==> config.mk <==
export PLATFORM = sky130hd
export DESIGN_NAME = pipe_stage_reg
export DESIGN_NICKNAME = d
export VERILOG_FILES = /design/src/rtl/pipe_stage_reg.sv
export SDC_FILE = /design/constraint.sdc
export NUM_CORES = 1
export LEC_CHECK = 0
export CORE_MARGIN = 4
export CORE_UTILIZATION = 40
export DETAILED_ROUTE_END_ITERATION = 12
export GPL_ROUTABILITY_DRIVEN = 0
export GPL_TIMING_DRIVEN = 0
export HOLD_SLACK_MARGIN = 0.15
export PLACE_DENSITY = 0.73
export RECOVER_POWER = 100
export SKIP_LAST_GASP = 1
export SYNTH_ARGS = -nofsm -noshare
export SYNTH_HDL_FRONTEND = slang
export SYNTH_SLANG_ARGS = --single-unit
==> constraint.sdc <==
create_clock -name clk -period 2.2 [get_ports clk]
set_input_delay 0.33 -clock clk [delete_from_list [all_inputs] [get_ports clk]]
set_output_delay 0.33 -clock clk [all_outputs]
set_load 0.005 [all_outputs]
==> src/rtl/pipe_stage_reg.sv <==
// Pipeline stage register with valid/ready handshake and sync flush.
// SKID=1 adds a second entry so that up_ready is registered.
module pipe_stage_reg #(
    parameter int DATA_W = 165,
    parameter int CTRL_W = 4,
    parameter int SKID   = 1
) (
    input  logic              clk,
    input  logic              nrst,
    input  logic              flush,
    input  logic              up_valid,
    output logic              up_ready,
    input  logic [DATA_W-1:0] up_data,
    input  logic [CTRL_W-1:0] up_ctrl,
    output logic              dn_valid,
    input  logic              dn_ready,
    output logic [DATA_W-1:0] dn_data,
    output logic [CTRL_W-1:0] dn_ctrl,
    output logic [1:0]        occupancy
);

    typedef enum logic [1:0] {
        S_EMPTY = 2'd0,
        S_ONE   = 2'd1,
        S_FULL  = 2'd2
    } state_t;

    generate
        if (SKID != 0) begin : g_skid

            state_t              state_q;
            logic                valid_q;
            logic                rdy_q;
            logic [1:0]          occ_q;
            logic [DATA_W-1:0]   main_data_q;
            logic [CTRL_W-1:0]   main_ctrl_q;
            logic [DATA_W-1:0]   skid_data_q;
            logic [CTRL_W-1:0]   skid_ctrl_q;
            logic                accept;
            logic                drain;

            assign accept = up_valid & rdy_q;
            assign drain  = valid_q & dn_ready;

            // Main/skid FSM; every output is a register so dn_ready never reaches up_ready.
            always_ff @(posedge clk or negedge nrst) begin
                if (!nrst) begin
                    state_q     <= S_EMPTY;
                    valid_q     <= 1'b0;
                    rdy_q       <= 1'b1;
                    occ_q       <= 2'd0;
                    main_data_q <= '0;
                    main_ctrl_q <= '0;
                    skid_data_q <= '0;
                    skid_ctrl_q <= '0;
                end else if (flush) begin
                    state_q     <= S_EMPTY;
                    valid_q     <= 1'b0;
                    rdy_q       <= 1'b1;
                    occ_q       <= 2'd0;
                    main_ctrl_q <= '0;
                end else begin
                    unique case (state_q)
                        S_EMPTY: begin
                            if (accept) begin
                                main_data_q <= up_data;
                                main_ctrl_q <= up_ctrl;
                                valid_q     <= 1'b1;
                                occ_q       <= 2'd1;
                                state_q     <= S_ONE;
                            end
                        end
                        S_ONE: begin
                            if (accept && drain) begin
                                main_data_q <= up_data;
                                main_ctrl_q <= up_ctrl;
                            end else if (accept) begin
                                skid_data_q <= up_data;
                                skid_ctrl_q <= up_ctrl;
                                rdy_q       <= 1'b0;
                                occ_q       <= 2'd2;
                                state_q     <= S_FULL;
                            end else if (drain) begin
                                valid_q     <= 1'b0;
                                occ_q       <= 2'd0;
                                state_q     <= S_EMPTY;
                            end
                        end
                        S_FULL: begin
                            if (drain) begin
                                main_data_q <= skid_data_q;
                                main_ctrl_q <= skid_ctrl_q;
                                rdy_q       <= 1'b1;
                                occ_q       <= 2'd1;
                                state_q     <= S_ONE;
                            end
                        end
                        default: begin
                            valid_q <= 1'b0;
                            rdy_q   <= 1'b1;
                            occ_q   <= 2'd0;
                            state_q <= S_EMPTY;
                        end
                    endcase
                end
            end

            assign up_ready  = rdy_q;
            assign dn_valid  = valid_q;
            assign dn_data   = main_data_q;
            assign dn_ctrl   = valid_q ? main_ctrl_q : '0;
            assign occupancy = occ_q;

        end else begin : g_single

            logic                valid_q;
            logic                valid_d;
            logic [DATA_W-1:0]   data_q;
            logic [DATA_W-1:0]   data_d;
            logic [CTRL_W-1:0]   ctrl_q;
            logic [CTRL_W-1:0]   ctrl_d;
            logic                rdy;
            logic                accept;
            logic                drain;

            assign rdy    = dn_ready | ~valid_q;
            assign accept = up_valid & rdy;
            assign drain  = valid_q & dn_ready;

            // Next state: flush squashes, accept reloads, a lone drain empties.
            always_comb begin
                valid_d = valid_q;
                data_d  = data_q;
                ctrl_d  = ctrl_q;
                if (flush) begin
                    valid_d = 1'b0;
                    ctrl_d  = '0;
                end else if (accept) begin
                    valid_d = 1'b1;
                    data_d  = up_data;
                    ctrl_d  = up_ctrl;
                end else if (drain) begin
                    valid_d = 1'b0;
                end
            end

            // Single holding register.
            always_ff @(posedge clk or negedge nrst) begin
                if (!nrst) begin
                    valid_q <= 1'b0;
                    data_q  <= '0;
                    ctrl_q  <= '0;
                end else begin
                    valid_q <= valid_d;
                    data_q  <= data_d;
                    ctrl_q  <= ctrl_d;
                end
            end

            assign up_ready  = rdy;
            assign dn_valid  = valid_q;
            assign dn_data   = data_q;
            assign dn_ctrl   = valid_q ? ctrl_q : '0;
            assign occupancy = {1'b0, valid_q};

        end
    endgenerate

endmodule

# == After elaboration in Yosys (flattened, before gate mapping) ==
# Cells that the tools add are included.
# totals
ff_bits,342
inputBits,174
# op_classes
eq_ne,15
muxes,28
bitwise_logic,4
n_reduce_logical,10
# op_table
operator,n
$mux W165,3
$pmux W165 S3,1
$ne A3 B3 Y1 const B,7
$mux W4,5
$reduce_and A4 Y1,4
$mux W2,6
$pmux W4 S3,1
$ne A2 B2 Y1 const B,5
$reduce_and A5 Y1,2
$mux W1,9
$pmux W1 S3,2
$pmux W2 S3,1
$ne A4 B4 Y1 const B,1
$reduce_bool A4 Y1,1
$reduce_bool A3 Y1,1
$and A1 B1 Y1,2
$eq A2 B1 Y1 const B,1
$eq A2 B2 Y1 const B,1
$logic_not A2 Y1,1
$not A1 Y1,2
$logic_and A1 B1 Y1,1

# == Depth between registers and ports, before layout ==
# depth
word_depth,6
ltp_mapped,8
depth_no_buf,4

# == Least setup slack after synthesis ==
# No wires, ideal clock.
# synth_timing
path_type,flip-flop to flip-flop
from,"register, netlist name occupancy[0]"
to,register g_skid.main_data_q[113] (netlist: dn_data[113])
setup_ns,0.125
arrival_time_ns,1.544
required_ns,2.075
path_slack_ns,0.531
stages_incl_launch_ff,9
n_path_buf,4
synth_period_minus_slack_ns,1.669
cell_sequence,dfrtp_1 -> buf_4 -> and4bb_1 -> a211o_1 -> buf_4 -> nand2b_4 -> buf_12 -> buf_6 -> o21ai_2
# synth_rtl
element,line_no,source
"end signal, assigned",66,main_data_q <= up_data;
"end signal, assigned",75,main_data_q <= up_data;
"end signal, assigned",91,main_data_q <= skid_data_q;
"end, declared",35,logic [DATA_W-1:0] main_data_q;

# == Worst setup path in the final report ==
# layout_timing
from,register g_skid.rdy_q (netlist: up_ready)
to,output up_ready
# layout_rtl
element,line_no,source
"start, declared",33,logic rdy_q;
"start signal, assigned",50,rdy_q <= 1'b1;
"start signal, assigned",59,rdy_q <= 1'b1;
"start signal, assigned",80,rdy_q <= 1'b0;
"end, declared",12,"output logic up_ready,"
# No word-level cell between the ends.

==> summary.log <==
[synthesis] count of flip-flops with a built-in enable after synthesis 0
[synthesis] count of cell types in the netlist 37
[synthesis] share of Yosys cell area claimed by the top area cell type 58.0%
[final_layout] Util after Layout 56.1%
[sta] clock skew 0.0106 ns
[pwr] clock network fraction of design power 25.5%
[routing] total detailed-routing wirelength 41,300 um
[pwr] maximum vdd drop 0.682 mV
[critical_path] Worst R2R Path Depth 5
[critical_path] crit-path leading delay family buffers and inverters
[clock_network] clock buffer count from CTS 38
[min_path] path type of the worst min-delay path in -> async
[clock_network] CTS sink count 342
[clock_network] clock-pin slew on the worst setup and hold paths 0.06 ns
[global_route] GRT Residual Overflow 0
[global_route] number of global-route vias before repair 11,221
[critical_path] critical path cell sequence dlygate4sd3_1
[routing] routed len/inst 20.4 um
[sta] max_slew headroom 40.3%
[critical_path] master of the slowest instance on the critical path sky130_fd_sc_hd__dlygate4sd3_1
[clock_network] buffers inserted by post-CTS timing repair 0
[synthesis] Net Count, Synth 1,316
[critical_path] CP Data Required Time 1.87 ns
[pwr] Cell Int Power 17.9 mW
[synthesis] average cell area after synthesis 12.9 um^2
[synthesis] post-synthesis instance area 14,700 um^2
[floorplanning] effective utilization at floorplan 40.9%
[clock_network] clock tree buffer depth 3
[synthesis] post-synth top area cell sky130_fd_sc_hd__dfrtp_1
[routing] via density per instance 5.28
[floorplanning] full die area 39,900 um^2
[pwr] part of the power in combinational logic 31.2%
[global_route] maximum number of pins on one net before global-route repair 111
[critical_path] crit path max fanout 6
[pwr] overall power consumption 25.2 mW
[synthesis] asr flop ratio synth 100%
[final_layout] number of nets in the final layout 1,706
[floorplanning] Core Rows 69
[critical_path] CP arrival 1.77 ns
[clock_network] root buffer selected by CTS sky130_fd_sc_hd__clkbuf_16
[sta] unrepaired setup endpoints after global routing false
[sta] slew at the pin with the worst max-slew slack 0.896 ns
[pwr] sw frac 29.0%
[critical_path] startpoint type of the worst setup path flop
[synthesis] top cells by area in the synthesized netlist sky130_fd_sc_hd__dfrtp_1 (58%), sky130_fd_sc_hd__mux2_2 (13%), sky130_fd_sc_hd__mux2i_1 (12%)
[pwr] Switch Pwr 7.31 mW
[critical_path] CP endpoint kind output port
[final_layout] Area Overhead vs Synth 37.0%
[synthesis] Seq cells post-synth 342
[routing] post-route DRC violation count 0
[global_route] aggregate global-route resource usage 20.3%
[sta] Final Max Tran Viols 0
[pwr] pwr dens 1250 nW/um^2
[sta] number of setup violations in the final report 0
[synthesis] post-synthesis cell count 1,142
[synthesis] Seq/Total Area, Yosys 58.2%
[routing] number of DRC violations after detailed-routing iteration 0 378
[floorplanning] boundary pin count 347
[run_status] status finished clean
[routing] overall via count from detail_route 10,683
[final_layout] share of final-layout standard cells stronger than drive strength 1 21.2%
[sta] upper clock frequency limit 475 MHz
[placed_design] total half-perimeter wirelength after legalization and detailed placement 29,200 um
[floorplanning] core area 35,900 um^2
[critical_path] end of the worst register-to-register path g_skid.skid_data_q[156]
[flow_run] # Max-Cap Violations 0
[pwr] Flop pwr share 43.3%
[clock_network] later-pin clock latency in the skew report 0.52 ns
[critical_path] Buf+Inv Stages, Crit Path 1
[placed_design] Post-Place Cell Area 18,800 um^2
[synthesis] Synth warnings 0
[critical_path] critical path class reg -> out
[sta] post-route clock period utilization 95.6%
[clock_network] TritonCTS clock tree done
[floorplanning] overall die height 200 um
[sta] final hold viol count 0
[pwr] LEAKAGE 8.37 nW
[routing] Antenna Nets Post-Route 0
[global_route] global-route wire length before repair 64,000 um
[clock_network] total number of H-tree levels 2
[critical_path] peak per-stage delay on the critical path 0.69 ns
[critical_path] worst reg-to-reg setup slack 0.11 ns
[floorplanning] die width 200 um
[placed_design] number of I/O port buffers 346
[sta] final period demand of the worst path 2.10 ns
[final_layout] summed area of non-filler cells in the final layout 20,100 um^2
[synthesis] Synth Flop Type sky130_fd_sc_hd__dfrtp_1
[global_route] number of antenna violations at the first check in global routing 7
[critical_path] worst reg2reg startpoint up_ready
[routing] router iterations before antenna repair 5
-- per-layer routing --
| metal | vias to the layer above | wire length (um) | GRT usage (%) |
|---|---|---|---|
| li1 | 4920 | - | - |
| met1 | 5376 | 17100 | 26.7 |
| met2 | 302 | 19900 | 33.1 |
| met3 | 79 | 3230 | 5.97 |
| met4 | 6 | 1060 | 5.69 |
| met5 | - | 41 | 0 |
-- power groups by stage --
stage          Clock (mW)  Combinational, mW  Sequential (mW)
2_1_floorplan           0               3.72             10.8
3_3_place_gp            0               8.27             10.9
3_5_place_dp            0               8.51             11.0
4_1_cts              6.64               8.55             11.0
5_1_grt              6.90               8.68             11.3
6_report             6.44               7.86             10.9
-- timing repair --
item | in CTS | in global routing
setup endpoints to repair | 200 | 132
pin swaps | 0 | 0
hold buffers | 1 | 0
hold endpoints to repair | 63 | 0
resized for setup | 3 | 29
-- per-stage QoR --
| step | hold slack [ns] | TNS, ns | worst slack [ns] | instances |
|---|---|---|---|---|
| after floorplan | 0.0344 | 0 | 0.531 | 1142 |
| after global placement | 0.486 | -4906.59 | -14.21 | 1949 |
| after detailed placement | 0.315 | -72.98 | -0.358 | 1952 |
| after CTS | 0.340 | -0.0145 | -0.0145 | 2018 |
| after global routing | 0.379 | 0 | 0.00264 | 2021 |
| final | 0.327 | 0 | 0.0961 | 2022 |
-- synth_stat cells (4+ instances only) --
cell,number
sky130_fd_sc_hd__a211oi_1,4
sky130_fd_sc_hd__buf_2,25
sky130_fd_sc_hd__o21ai_0,209
sky130_fd_sc_hd__clkbuf_1,33
sky130_fd_sc_hd__and2_1,4
sky130_fd_sc_hd__o21ai_1,101
sky130_fd_sc_hd__dfrtp_1,341
sky130_fd_sc_hd__nor2_1,8
sky130_fd_sc_hd__buf_4,18
sky130_fd_sc_hd__mux2i_1,169
sky130_fd_sc_hd__o21ai_2,20
sky130_fd_sc_hd__mux2_2,169
sky130_fd_sc_hd__buf_6,13
-- cells in the final DEF (no fill, tap or decap), types with 8 or more instances in the layout --
| cell type | Yosys | final |
|---|---|---|
| sky130_fd_sc_hd__buf_2 | 25 | 18 |
| sky130_fd_sc_hd__buf_4 | 18 | 17 |
| sky130_fd_sc_hd__buf_6 | 13 | 13 |
| sky130_fd_sc_hd__clkbuf_1 | 33 | 26 |
| sky130_fd_sc_hd__clkbuf_16 | 0 | 39 |
| sky130_fd_sc_hd__clkbuf_2 | 1 | 20 |
| sky130_fd_sc_hd__clkdlybuf4s50_1 | 0 | 198 |
| sky130_fd_sc_hd__dfrtp_1 | 341 | 340 |
| sky130_fd_sc_hd__dlygate4sd3_1 | 0 | 148 |
| sky130_fd_sc_hd__mux2_2 | 169 | 169 |
| sky130_fd_sc_hd__mux2i_1 | 169 | 169 |
| sky130_fd_sc_hd__nor2_1 | 8 | 8 |
| sky130_fd_sc_hd__o21ai_0 | 209 | 284 |
| sky130_fd_sc_hd__o21ai_1 | 101 | 26 |
| sky130_fd_sc_hd__o21ai_2 | 20 | 20 |
-- kinds of logic (layout without fill, tap and decap cells) --
kind of cell           after synthesis  after routing  share of synthesized area (%)
XOR/XNOR                             1              1                         0.0596
AO/OA/AOI/OAI                      343            343                           12.4
flip-flops                         342            342                           58.2
multiplexers                       338            338                           24.4
AND/OR/NAND/NOR                     23             23                          0.996
buffers and inverters               95            510                           3.88
other                                0              4                              0
-- cell type report --
class / count / area, um^2
clock buffer: 53 / 1100
tap: 461 / 577
clock inverter: 12 / 168
fill: 3051 / 15800
multi-input combinational: 705 / 5580
sequential: 342 / 8560
buffer: 93 / 586
inverter: 2 / 7.51
timing repair buffer: 350 / 3560
antenna: 4 / 10.0
-- worst max path at each step --
| stage | cells past startpoint | start | end |
|---|---|---|---|
| 3_5_place_dp | 7 | dn_ready | g_skid.skid_data_q[119] |
| 5_1_grt | 5 | up_ready | g_skid.skid_data_q[159] |
| 4_1_cts | 6 | occupancy[1] | dn_data[84] |
| 6_report | 1 | up_ready | up_ready |
| 3_3_place_gp | 1 | nrst | dn_data[144] |
| 2_1_floorplan | 8 | occupancy[0] | dn_data[113] |
-- registers in the layout (all words and copies together) (netlist names) --
name                flops
g_skid.main_ctrl_q      4
g_skid.skid_data_q    165
occupancy               2
up_ready                1
dn_data               165
dn_valid                1
g_skid.skid_ctrl_q      4
Note: power is estimated with default switching activity, not from simulation.
